[src/rtl/zeroriscy_instr_arbiter.sv]
// rtl/zeroriscy_instr_arbiter.sv - two-master round-robin arbiter for the instruction memory port
module zeroriscy_instr_arbiter #(
  parameter int DEPTH  = 2,
  parameter int ADDR_W = 32,
  parameter int DATA_W = 32
) (
  input  logic              clk,
  input  logic              rst,
  input  logic              m0_req_i,
  input  logic [ADDR_W-1:0] m0_addr_i,
  output logic              m0_gnt_o,
  output logic              m0_rvalid_o,
  input  logic              m1_req_i,
  input  logic [ADDR_W-1:0] m1_addr_i,
  output logic              m1_gnt_o,
  output logic              m1_rvalid_o,
  output logic [DATA_W-1:0] rdata_o,
  output logic              instr_req_o,
  output logic [ADDR_W-1:0] instr_addr_o,
  input  logic              instr_gnt_i,
  input  logic              instr_rvalid_i,
  input  logic [DATA_W-1:0] instr_rdata_i,
  output logic              busy_o,
  output logic              err_o
);

  localparam int PW = (DEPTH > 1) ? $clog2(DEPTH) : 1;
  localparam int CW = $clog2(DEPTH) + 1;

  // Arbitration state
  logic          sel_q;
  logic          locked_q;
  logic          prio_q;

  // In-order ID FIFO: one master-ID bit per outstanding transaction
  logic [DEPTH-1:0] id_q;
  logic [PW-1:0]    wr_ptr_q;
  logic [PW-1:0]    rd_ptr_q;
  logic [CW-1:0]    count_q;

  logic sel;
  logic req_sel;
  logic not_full;
  logic handshake;
  logic pop;
  logic head;

  function automatic logic [PW-1:0] ptr_next(input logic [PW-1:0] p);
    ptr_next = (p == PW'(DEPTH - 1)) ? '0 : p + PW'(1);
  endfunction

  // Pick the master: a stalled request keeps its lock, otherwise single requester or round-robin pointer
  always_comb begin
    sel = prio_q;
    if (locked_q) begin
      sel = sel_q;
    end else if (m0_req_i && !m1_req_i) begin
      sel = 1'b0;
    end else if (m1_req_i && !m0_req_i) begin
      sel = 1'b1;
    end
  end

  assign req_sel      = sel ? m1_req_i : m0_req_i;
  assign not_full     = (count_q < CW'(DEPTH));
  assign instr_req_o  = req_sel & not_full;
  assign instr_addr_o = sel ? m1_addr_i : m0_addr_i;
  assign handshake    = instr_req_o & instr_gnt_i;
  assign m0_gnt_o     = handshake & ~sel;
  assign m1_gnt_o     = handshake & sel;

  // Responses return in order; a response with nothing outstanding is flagged and dropped
  assign head        = id_q[rd_ptr_q];
  assign pop         = instr_rvalid_i & (count_q != '0);
  assign m0_rvalid_o = pop & ~head;
  assign m1_rvalid_o = pop & head;
  assign rdata_o     = instr_rdata_i;
  assign err_o       = instr_rvalid_i & (count_q == '0);
  assign busy_o      = (count_q != '0) | instr_req_o;

  // Round-robin pointer and stall lock update
  always_ff @(posedge clk or posedge rst) begin
    if (rst) begin
      sel_q    <= 1'b0;
      locked_q <= 1'b0;
      prio_q   <= 1'b0;
    end else if (handshake) begin
      prio_q   <= ~sel;
      locked_q <= 1'b0;
    end else if (instr_req_o) begin
      locked_q <= 1'b1;
      sel_q    <= sel;
    end else if (locked_q && !req_sel) begin
      locked_q <= 1'b0;
    end
  end

  // ID FIFO push on handshake, pop on response
  always_ff @(posedge clk or posedge rst) begin
    if (rst) begin
      id_q     <= '0;
      wr_ptr_q <= '0;
      rd_ptr_q <= '0;
      count_q  <= '0;
    end else begin
      if (handshake) begin
        id_q[wr_ptr_q] <= sel;
        wr_ptr_q       <= ptr_next(wr_ptr_q);
      end
      if (pop) begin
        rd_ptr_q <= ptr_next(rd_ptr_q);
      end
      if (handshake && !pop) begin
        count_q <= count_q + CW'(1);
      end else if (pop && !handshake) begin
        count_q <= count_q - CW'(1);
      end
    end
  end

endmodule

[config.mk]
export PLATFORM = sky130hd
export DESIGN_NAME = zeroriscy_instr_arbiter
export DESIGN_NICKNAME = d
export VERILOG_FILES = /design/src/rtl/zeroriscy_instr_arbiter.sv
export SDC_FILE = /design/constraint.sdc
export NUM_CORES = 1
export LEC_CHECK = 0
export CORE_ASPECT_RATIO = 0.9
export CORE_UTILIZATION = 21
export CTS_BUF_LIST = sky130_fd_sc_hd__clkbuf_8
export DETAILED_ROUTE_END_ITERATION = 16
export PLACE_DENSITY = 0.81
export REMOVE_ABC_BUFFERS = 1
export SKIP_LAST_GASP = 1
export SYNTH_ARGS = -nofsm -noshare
export SYNTH_HDL_FRONTEND = slang
export SYNTH_SLANG_ARGS = --single-unit
[constraint.sdc]
create_clock -name clk -period 1.65 [get_ports clk]
set_input_delay 0.2475 -clock clk [delete_from_list [all_inputs] [get_ports clk]]
set_output_delay 0.2475 -clock clk [all_outputs]
set_load 0.1 [all_outputs]
**Yosys cells after proc, flatten, opt, wreduce, memory -nomap -nowiden**

Index checks and enable logic that the tools add are counted.
W data, S select, Z words.

- ROM bits: 0
- Output and inout bits: 71
- Memories: 0
- Bits in registers: 9
- Logic and storage cells: 60
- Bits in writable memories: 0
- Latch bits: 0

- Add/subtract/negate cells: 4
- Reductions and logical operators: 16
- Shift-type cells: 0
- Multiply operators: 0
- Bitwise gates (word level): 12
- Div/mod/pow operators: 0
- Equal/unequal tests: 0
- $lt $le $gt $ge: 4
- Mux-type cells: 17

Operators with widths:

| operator | count |
|---|---|
| $mux W32 | 1 |
| $mux W1 | 12 |
| $and A1 B1 Y1 | 8 |
| $logic_and A1 B1 Y1 | 6 |
| $logic_not A1 Y1 | 5 |
| $lt A1 B2 Y1 const B | 2 |
| $mux W2 | 2 |
| $reduce_bool A2 Y1 | 2 |
| $not A1 Y1 | 3 |
| $reduce_bool A3 Y1 | 1 |
| $add A1 B1 Y1 const B | 2 |
| $add A2 B1 Y2 const B | 1 |
| $bwmux W2 | 1 |
| $logic_not A2 Y1 | 1 |
| $lt A2 B2 Y1 const B | 1 |
| $reduce_and A2 Y1 | 1 |
| $sub A2 B1 Y2 const B | 1 |
| $demux W1 S1 | 1 |
| $ge A1 B1 Y1 const B | 1 |
| $or A1 B1 Y1 | 1 |

**Longest topological paths before layout**

Gate-level depths: netlist of run 1.

- Word-level depth: 12
- Gate-level depth with buffers: 7

**Worst setup path after synthesis of run 1**

Ideal clock, no wire load.

- Kind: reg2reg
- Start point: register sel_q
- End point: register sel_q
- Cell stages (with the launch flop): 5
- Path buffers: 0
- Clock period less this slack: 3.433 ns
- Library setup time: 0.094 ns
- Setup slack: -1.783 ns
- Data required time: 1.556 ns
- Arrival: 3.338 ns
- Cell sequence: dfrtp_1 -> mux2i_1 -> a211oi_1 -> a21oi_1 -> a31oi_1

- Longest elaborated chain between the ends: 6

RTL lines:

| what | line | RTL |
|---|---|---|
| start: declaration | 31 | `logic sel_q;` |
| start signal: assignment | 92 | `sel_q <= sel;` |
| $mux W1 * | 55 | `if (locked_q) begin` |
| $mux W1 * | 64 | `assign req_sel = sel ? m1_req_i : m0_req_i;` |
| $and A1 B1 Y1 * | 66 | `assign instr_req_o = req_sel & not_full;` |
| named net instr_req_o | 18 | `output logic instr_req_o,` |
| $and A1 B1 Y1 | 68 | `assign handshake = instr_req_o & instr_gnt_i;` |
| $not A1 Y1 (no line) | -- |  |
| $reduce_and A2 Y1 (no line) * | -- |  |

The timed path passes the listed nets; every way through them passes the cells marked *.
A chain may end at the register's enable or synchronous reset.

**Worst setup path in the final report of run 1**

- Start point: register prio_q
- End point: output port instr_addr_o[16]

- Longest elaborated chain between the ends: 4

RTL lines:

| what | line | RTL |
|---|---|---|
| start: declaration | 33 | `logic prio_q;` |
| start signal: assignment | 88 | `prio_q <= ~sel;` |
| $mux W1 | 59 | `end else if (m1_req_i && !m0_req_i) begin` |
| $mux W1 | 57 | `end else if (m0_req_i && !m1_req_i) begin` |
| $mux W1 | 55 |  |
| $mux W32 | 67 | `assign instr_addr_o = sel ? m1_addr_i : m0_addr_i;` |
| end: declaration | 19 | `output logic [ADDR_W-1:0] instr_addr_o,` |

Every way passes these cells.

==> results of run 1 <==
-- how the worst max path moves through the flow --
| stage | to | slack [ps] | cells past startpoint |
|---|---|---|---|
| finish | instr_addr_o[16] | -520 | 6 |
| detailed placement | instr_addr_o[19] | -700 | 7 |
| global placement | instr_addr_o[16] | -670 | 7 |
| global route | instr_addr_o[30] | -590 | 6 |
| CTS | instr_addr_o[22] | -530 | 6 |
| floorplan | m1_gnt_o | -2340 | 3 |
-- routing by layer --
metal	global-route usage [%]	wire (um)
met5	0	0
met4	3.29	42
met3	22.6	1460
met2	36.6	3130
met1	16.4	1590
-- Yosys cell counts --
| library cell | instances |
|---|---|
| xnor2_1 | 3 |
| xor2_1 | 2 |
| a2111o_1 | 1 |
| inv_1 | 4 |
| nor2_1 | 6 |
| buf_6 | 2 |
| clkbuf_1 | 1 |
| inv_2 | 1 |
| o21ai_0 | 2 |
| a211oi_1 | 2 |
| dfrtp_1 | 9 |
| mux2_1 | 14 |
| nand2_1 | 1 |
| buf_2 | 1 |
| o31ai_1 | 1 |
| a31oi_1 | 2 |
| buf_4 | 33 |
| maj3_2 | 1 |
| a21oi_1 | 2 |
| nor2b_1 | 1 |
| and2_1 | 2 |
| mux2_2 | 19 |
| ha_1 | 1 |
| a21o_1 | 1 |
| mux2i_1 | 3 |
-- cell families (layout without fill, tap and decap cells) --
logic type,Yosys count,count (layout),synth area share [%]
AOI/OAI and AO/OA,11,11,6.64
DFF,9,9,20.3
muxes,36,36,36.1
xor gates and xnor gates,5,5,3.94
buffers and inverters,42,139,26.8
and+or+nand+nor,10,10,4.05
adders and majority gates,2,2,2.14
-- stage by stage --
| stage | setup TNS [ps] | worst slack (ps) |
|---|---|---|
| final | -16580 | -522 |
| after global routing | -19580 | -590 |
| after CTS | -17140 | -530 |
| after detailed placement | -25470 | -704 |
| after global placement | -24630 | -675 |
| after floorplan | -77420 | -2340 |
-- layout make-up --
type | count | area, um^2 | share of cell area [%]
repair buffers | 130 | 1710 | 61.5
multi-input cells | 64 | 704 | 25.3
flip-flops and latches | 9 | 225 | 8.08
well taps | 65 | 81.3 | 2.92
clock buffers | 3 | 41.3 | 1.48
inverters | 5 | 18.8 | 0.673
clock inverters | 1 | 3.75 | 0.135
-- state kept, by name, summed over array words and instances, names as in the netlist --
name,cells
count_q,2
id_q,2
locked_q,1
prio_q,1
rd_ptr_q,1
sel_q,1
wr_ptr_q,1
-- power groups by stage --
stage                     sequential, W  combinational, W  clock, W
final                          0.000430           0.00613  0.000244
after global routing           0.000445           0.00632  0.000267
after CTS                      0.000421           0.00578  0.000253
after detailed placement       0.000424           0.00550         0
after global placement         0.000419           0.00547         0
after floorplan                0.000425           0.00302         0
-- what timing repair did --
action	CTS	global route
cloned	1	2
gates resized for setup	22	23
setup endpoints to repair	44	43
pin swaps	1	3
setup buffers	2	1
-- critical path: stages (launching register included) --
cell	delay (ps)
dfrtp_1	370
maj3_2	330
mux2i_4	180
buf_12	160
clkbuf_16	160
mux2_4	320
buf_12	170
==> flow_summary.toml, run 1 <==
[power_and_ir_drop]
ir_worst_vdd_v = 0.00184
p_comb_share_pct = 90.1
p_seq_share_pct = 6.3
p_clk_share_pct = 3.6
p_int_w = 0.00310
p_leak_nw = 1.25
switching_share_pct = 54.4
p_sw_w = 0.00370
total_power_w = 0.00680
powerDensity_mw_per_mm2 = 2440

[timing]
fin_crit_sh_pct = 132
slew_violations = 0
fmax_ghz = 0.460
fin_crit_ps = 2170
postLayoutSetupSlackWorst_ps = -522
grt_setup_unrepaired = "yes"
slew_headroom_pct = 77.7
finClkSkew_ps = 1.43
fin_hold_ws_ps = 278
hold_violations = 0
setup_violations = 35
worstMarginPinSlew_ps = 334

[synthesis]
ys_types = 25
synth_warnings = 0
synth.largest_area_cell = "buf_4"
synthesis.area_mm2 = 0.00111
yosysSeqAreaShare_pct = 20.3
avgSynthCellArea_um2 = 9.66
ys_ff_latch = 9
synth.area.top_cells = "buf_4 (22%), dfrtp_1 (20%), mux2_2 (19%), mux2_1 (14%), mux2i_1 (2.7%)"
synth.top_cell.area_share_pct = 22.3
syn_inst = 115

[clock_tree]
root_buffer = "clkbuf_8"
clock_latency_ps = 230
clk_pin_slew_ps = 40
clock-sinks = 9
clk_path_buf_depth = 2
cts_hold_buf = 0
cts_tree = "yes"
cts-htree-levels = 1
cts_buffers = 3

[finish]
num-fill-cells = 418
final_cell_mix = "clkdlybuf4s50_1 (67), buf_12 (41), mux2_4 (24), buf_4 (17), dfrtp_1 (9)"
postLayoutCellArea_mm2 = 0.00279
finalCoreUtilization_pct = 56.3
final_cells = 277
antenna_cells = 0
final_nets = 316
final_common_cell = "clkdlybuf4s50_1"
drive_above_1_share_pct = 48.6
syn2layout_area_growth_pct = 151

[drt]
ant_nets = 0
drt_iter0_markers = 18
drc = 0
post_drt_wl_per_cell_um = 22.5
drt_first_pass_iters = 4
drt_wl_total_um = 6230
vias_per_cell = 4.39
via_count = 1215

[floorplanning]
die-area_mm2 = 0.00559
initial_core_util_pct = 22.4
die_w_um = 78.7
num_rows = 24
core_area_mm2 = 0.00495
die_h_um = 71.0
num_io_pins = 173

[min_path]
hold_path.class = "primary input to async pin"

[placed_design]
io_buffers = 108
place_area_mm2 = 0.00253
routabilityCongestion = 0.863
post-dp-hpwl_um = 5300
post-place-cells = 267

[grt]
overflow = 0
antenna_found_initial = 0
grt_pass1_vias = 1292
grtUsageTotal_pct = 21.2
grt_pass1_wl_um = 8380
grt_start_max_net_pins = 13

[critical_path]
rrSetupSlack_ps = -90
endpoint_kind = "output port"
startpoint = "prio_q"
cp_data_required_time_ps = 1400
r2r_end = "count_q[1]"
startpoint_type = "flip-flop"
r2r_start = "locked_q"
crit_type = "flip-flop to output port"
worst-path-max-fanout = 6
critPathArrivalTime_ps = 1920
worstRegToRegCells = 7

[run]
cap_viol_max_count = 0

[status]
outcome = "complete, but fails checks"
violations = "negative setup slack"
(Power assumes the default switching activity.)
==> inputs of run 2 (changes only) <==
--- a/config.mk
+++ b/config.mk
@@ -5,7 +5,10 @@
 export SDC_FILE = /design/constraint.sdc
 export NUM_CORES = 1
 export LEC_CHECK = 0
+export ABC_CLOCK_PERIOD_IN_PS = 1650
+export CAP_MARGIN = 20
 export CORE_ASPECT_RATIO = 0.9
+export CORE_MARGIN = 3
 export CORE_UTILIZATION = 21
 export CTS_BUF_LIST = sky130_fd_sc_hd__clkbuf_8
 export DETAILED_ROUTE_END_ITERATION = 16
==> run 2 against run 1 <==
  * The flow still finishes with violations (negative setup slack)
  * Global-route usage up 1.3 points
  * Clock skew up 1.2 ps
  * Register-to-register slack worse by 120 ps
  * Wire length up 9.9%
  * Sequential share of layout area down 0.47 points
==> flow_summary.toml, run 2 (synthesized netlist as in run 1, its figures left out) <==
[status]
outcome = "complete, but fails checks"
violations = "negative setup slack"

[clock_tree]
clk_path_buf_depth = 2
clock_latency_ps = 230
clock-sinks = 9
cts_hold_buf = 0
cts-htree-levels = 1
clk_pin_slew_ps = 50
root_buffer = "clkbuf_8"
cts_tree = "yes"
cts_buffers = 3

[placed_design]
routabilityCongestion = 0.915
post-dp-hpwl_um = 5410
io_buffers = 108
pre_cts_slack_ps = -718

[timing]
fin_crit_sh_pct = 133
fin_crit_ps = 2200
worstMarginPinSlew_ps = 347
hold_violations = 0
setup_violations = 39
finClkSkew_ps = 2.66
postLayoutSetupSlackWorst_ps = -546
grt_setup_unrepaired = "yes"
fmax_ghz = 0.455
slew_violations = 0
slew_headroom_pct = 76.8
fin_hold_ws_ps = 277

[power_and_ir_drop]
p_comb_share_pct = 90.6
total_power_w = 0.00725
p_leak_nw = 1.36
powerDensity_mw_per_mm2 = 2450
p_int_w = 0.00339
p_sw_w = 0.00386
p_clk_share_pct = 3.4
ir_worst_vdd_v = 0.00161
switching_share_pct = 53.2
p_seq_share_pct = 6.0

[critical_path]
crit_type = "flip-flop to output port"
slowest_stage = "dfrtp_1"
path_cells = "maj3_2, mux2i_4, buf_6, buf_16, mux2_4, buf_12"
startpoint_type = "flip-flop"
cp_data_required_time_ps = 1400
endpoint_kind = "output port"
rrSetupSlack_ps = -210
critPathArrivalTime_ps = 1950
worst-path-max-fanout = 8
worstRegToRegCells = 8
critPathMaxStageDelay_ps = 370

[finish]
antenna_cells = 0
final_nets = 329
top_regs = "count_q (2), id_q (2)"
drive_above_1_share_pct = 52.9
final_common_cell = "clkdlybuf4s50_1"
syn2layout_area_growth_pct = 166
finalCoreUtilization_pct = 59.4
final_cell_mix = "clkdlybuf4s50_1 (67), buf_12 (40), mux2_4 (32), buf_4 (25), dfrtp_1 (9)"

[run]
cap_viol_max_count = 0

[floorplanning]
die_h_um = 75.0
core_area_mm2 = 0.00498
initial_core_util_pct = 22.3
num_io_pins = 173
die-area_mm2 = 0.00620
num_rows = 24
die_w_um = 82.7

[grt]
grt_pass1_vias = 1456
grt_pass1_wl_um = 9510
grt_use_met1_pct = 17.3
grt_start_max_net_pins = 10
top_usage_layer = "met2"
gr-usage-met3_pct = 21.1
antenna_found_initial = 0
overflow = 0
grtUsageTotal_pct = 22.4
met2_usage_pct = 40.5

[drt]
ant_nets = 0
vias_per_cell = 4.34
drc = 0
via_count = 1258
post_drt_wl_per_cell_um = 23.6
drt_first_pass_iters = 4
drt_wl_total_um = 6840
drt_iter0_markers = 38

[min_path]
hold_path.class = "primary input to async pin"
==> run 2: changes by cell type in the layout (fill, tap and decap cells not counted), sizes merged <==
cell / change
buf: +15
clkbuf: -2
==> run 2: worst paths after layout <==
check                                 startpoint               end
worst max-delay path                      prio_q  instr_addr_o[20]
worst min-delay path                         rst          rd_ptr_q
worst max register to register             sel_q            prio_q
worst min register to register          rd_ptr_q          rd_ptr_q
max in group asynchronous                    rst            prio_q
min in group clk                instr_rdata_i[0]        rdata_o[0]
==> run 2: area by class of cell <==
cell class              count  area [um^2]
repair buffers            143         1840
inverters                   5         18.8
clock inverters             1         3.75
clock buffers               3         41.3
well taps                  65         81.3
flip-flops and latches      9          225
fillers                   437         2020
multi-input cells          64          747
==> run 2: power by group through the flow <==
stage | registers (W) | clock network (W) | logic (W)
finish | 0.000433 | 0.000248 | 0.00657
global route | 0.000451 | 0.000278 | 0.00677
CTS | 0.000419 | 0.000262 | 0.00643
detailed placement | 0.000420 | 0 | 0.00550
global placement | 0.000417 | 0 | 0.00546
floorplan | 0.000425 | 0 | 0.00302
==> run 2: through the flow <==
step	std cells	TNS [ps]	cell area [um^2]
6_report	290	-18290	2960
5_1_grt	290	-21490	2960
4_1_cts	282	-16930	2880
3_5_place_dp	268	-25540	2540
3_3_place_gp	268	-25140	2540
2_1_floorplan	78	-77420	832
==> run 2: layer usage <==
metal  up-vias  wire, um
li1        587         -
met1       570      1650
met2        97      3500
met3         4      1620
met4         0        71
met5         -         0
==> run 2: timing repair <==
item                       CTS  global route
setup endpoints to repair   42            40
cloned                       4             0
buffers inserted             7             8
pin swaps                    4             1
gates resized for setup     60             6
==> run 2: worst max-delay path: cells and delay by family, from the launching register on <==
kind	cells	cell delay, ps
mux	2	510
flops	1	370
buf+inv	3	500
fa+ha+maj	1	340
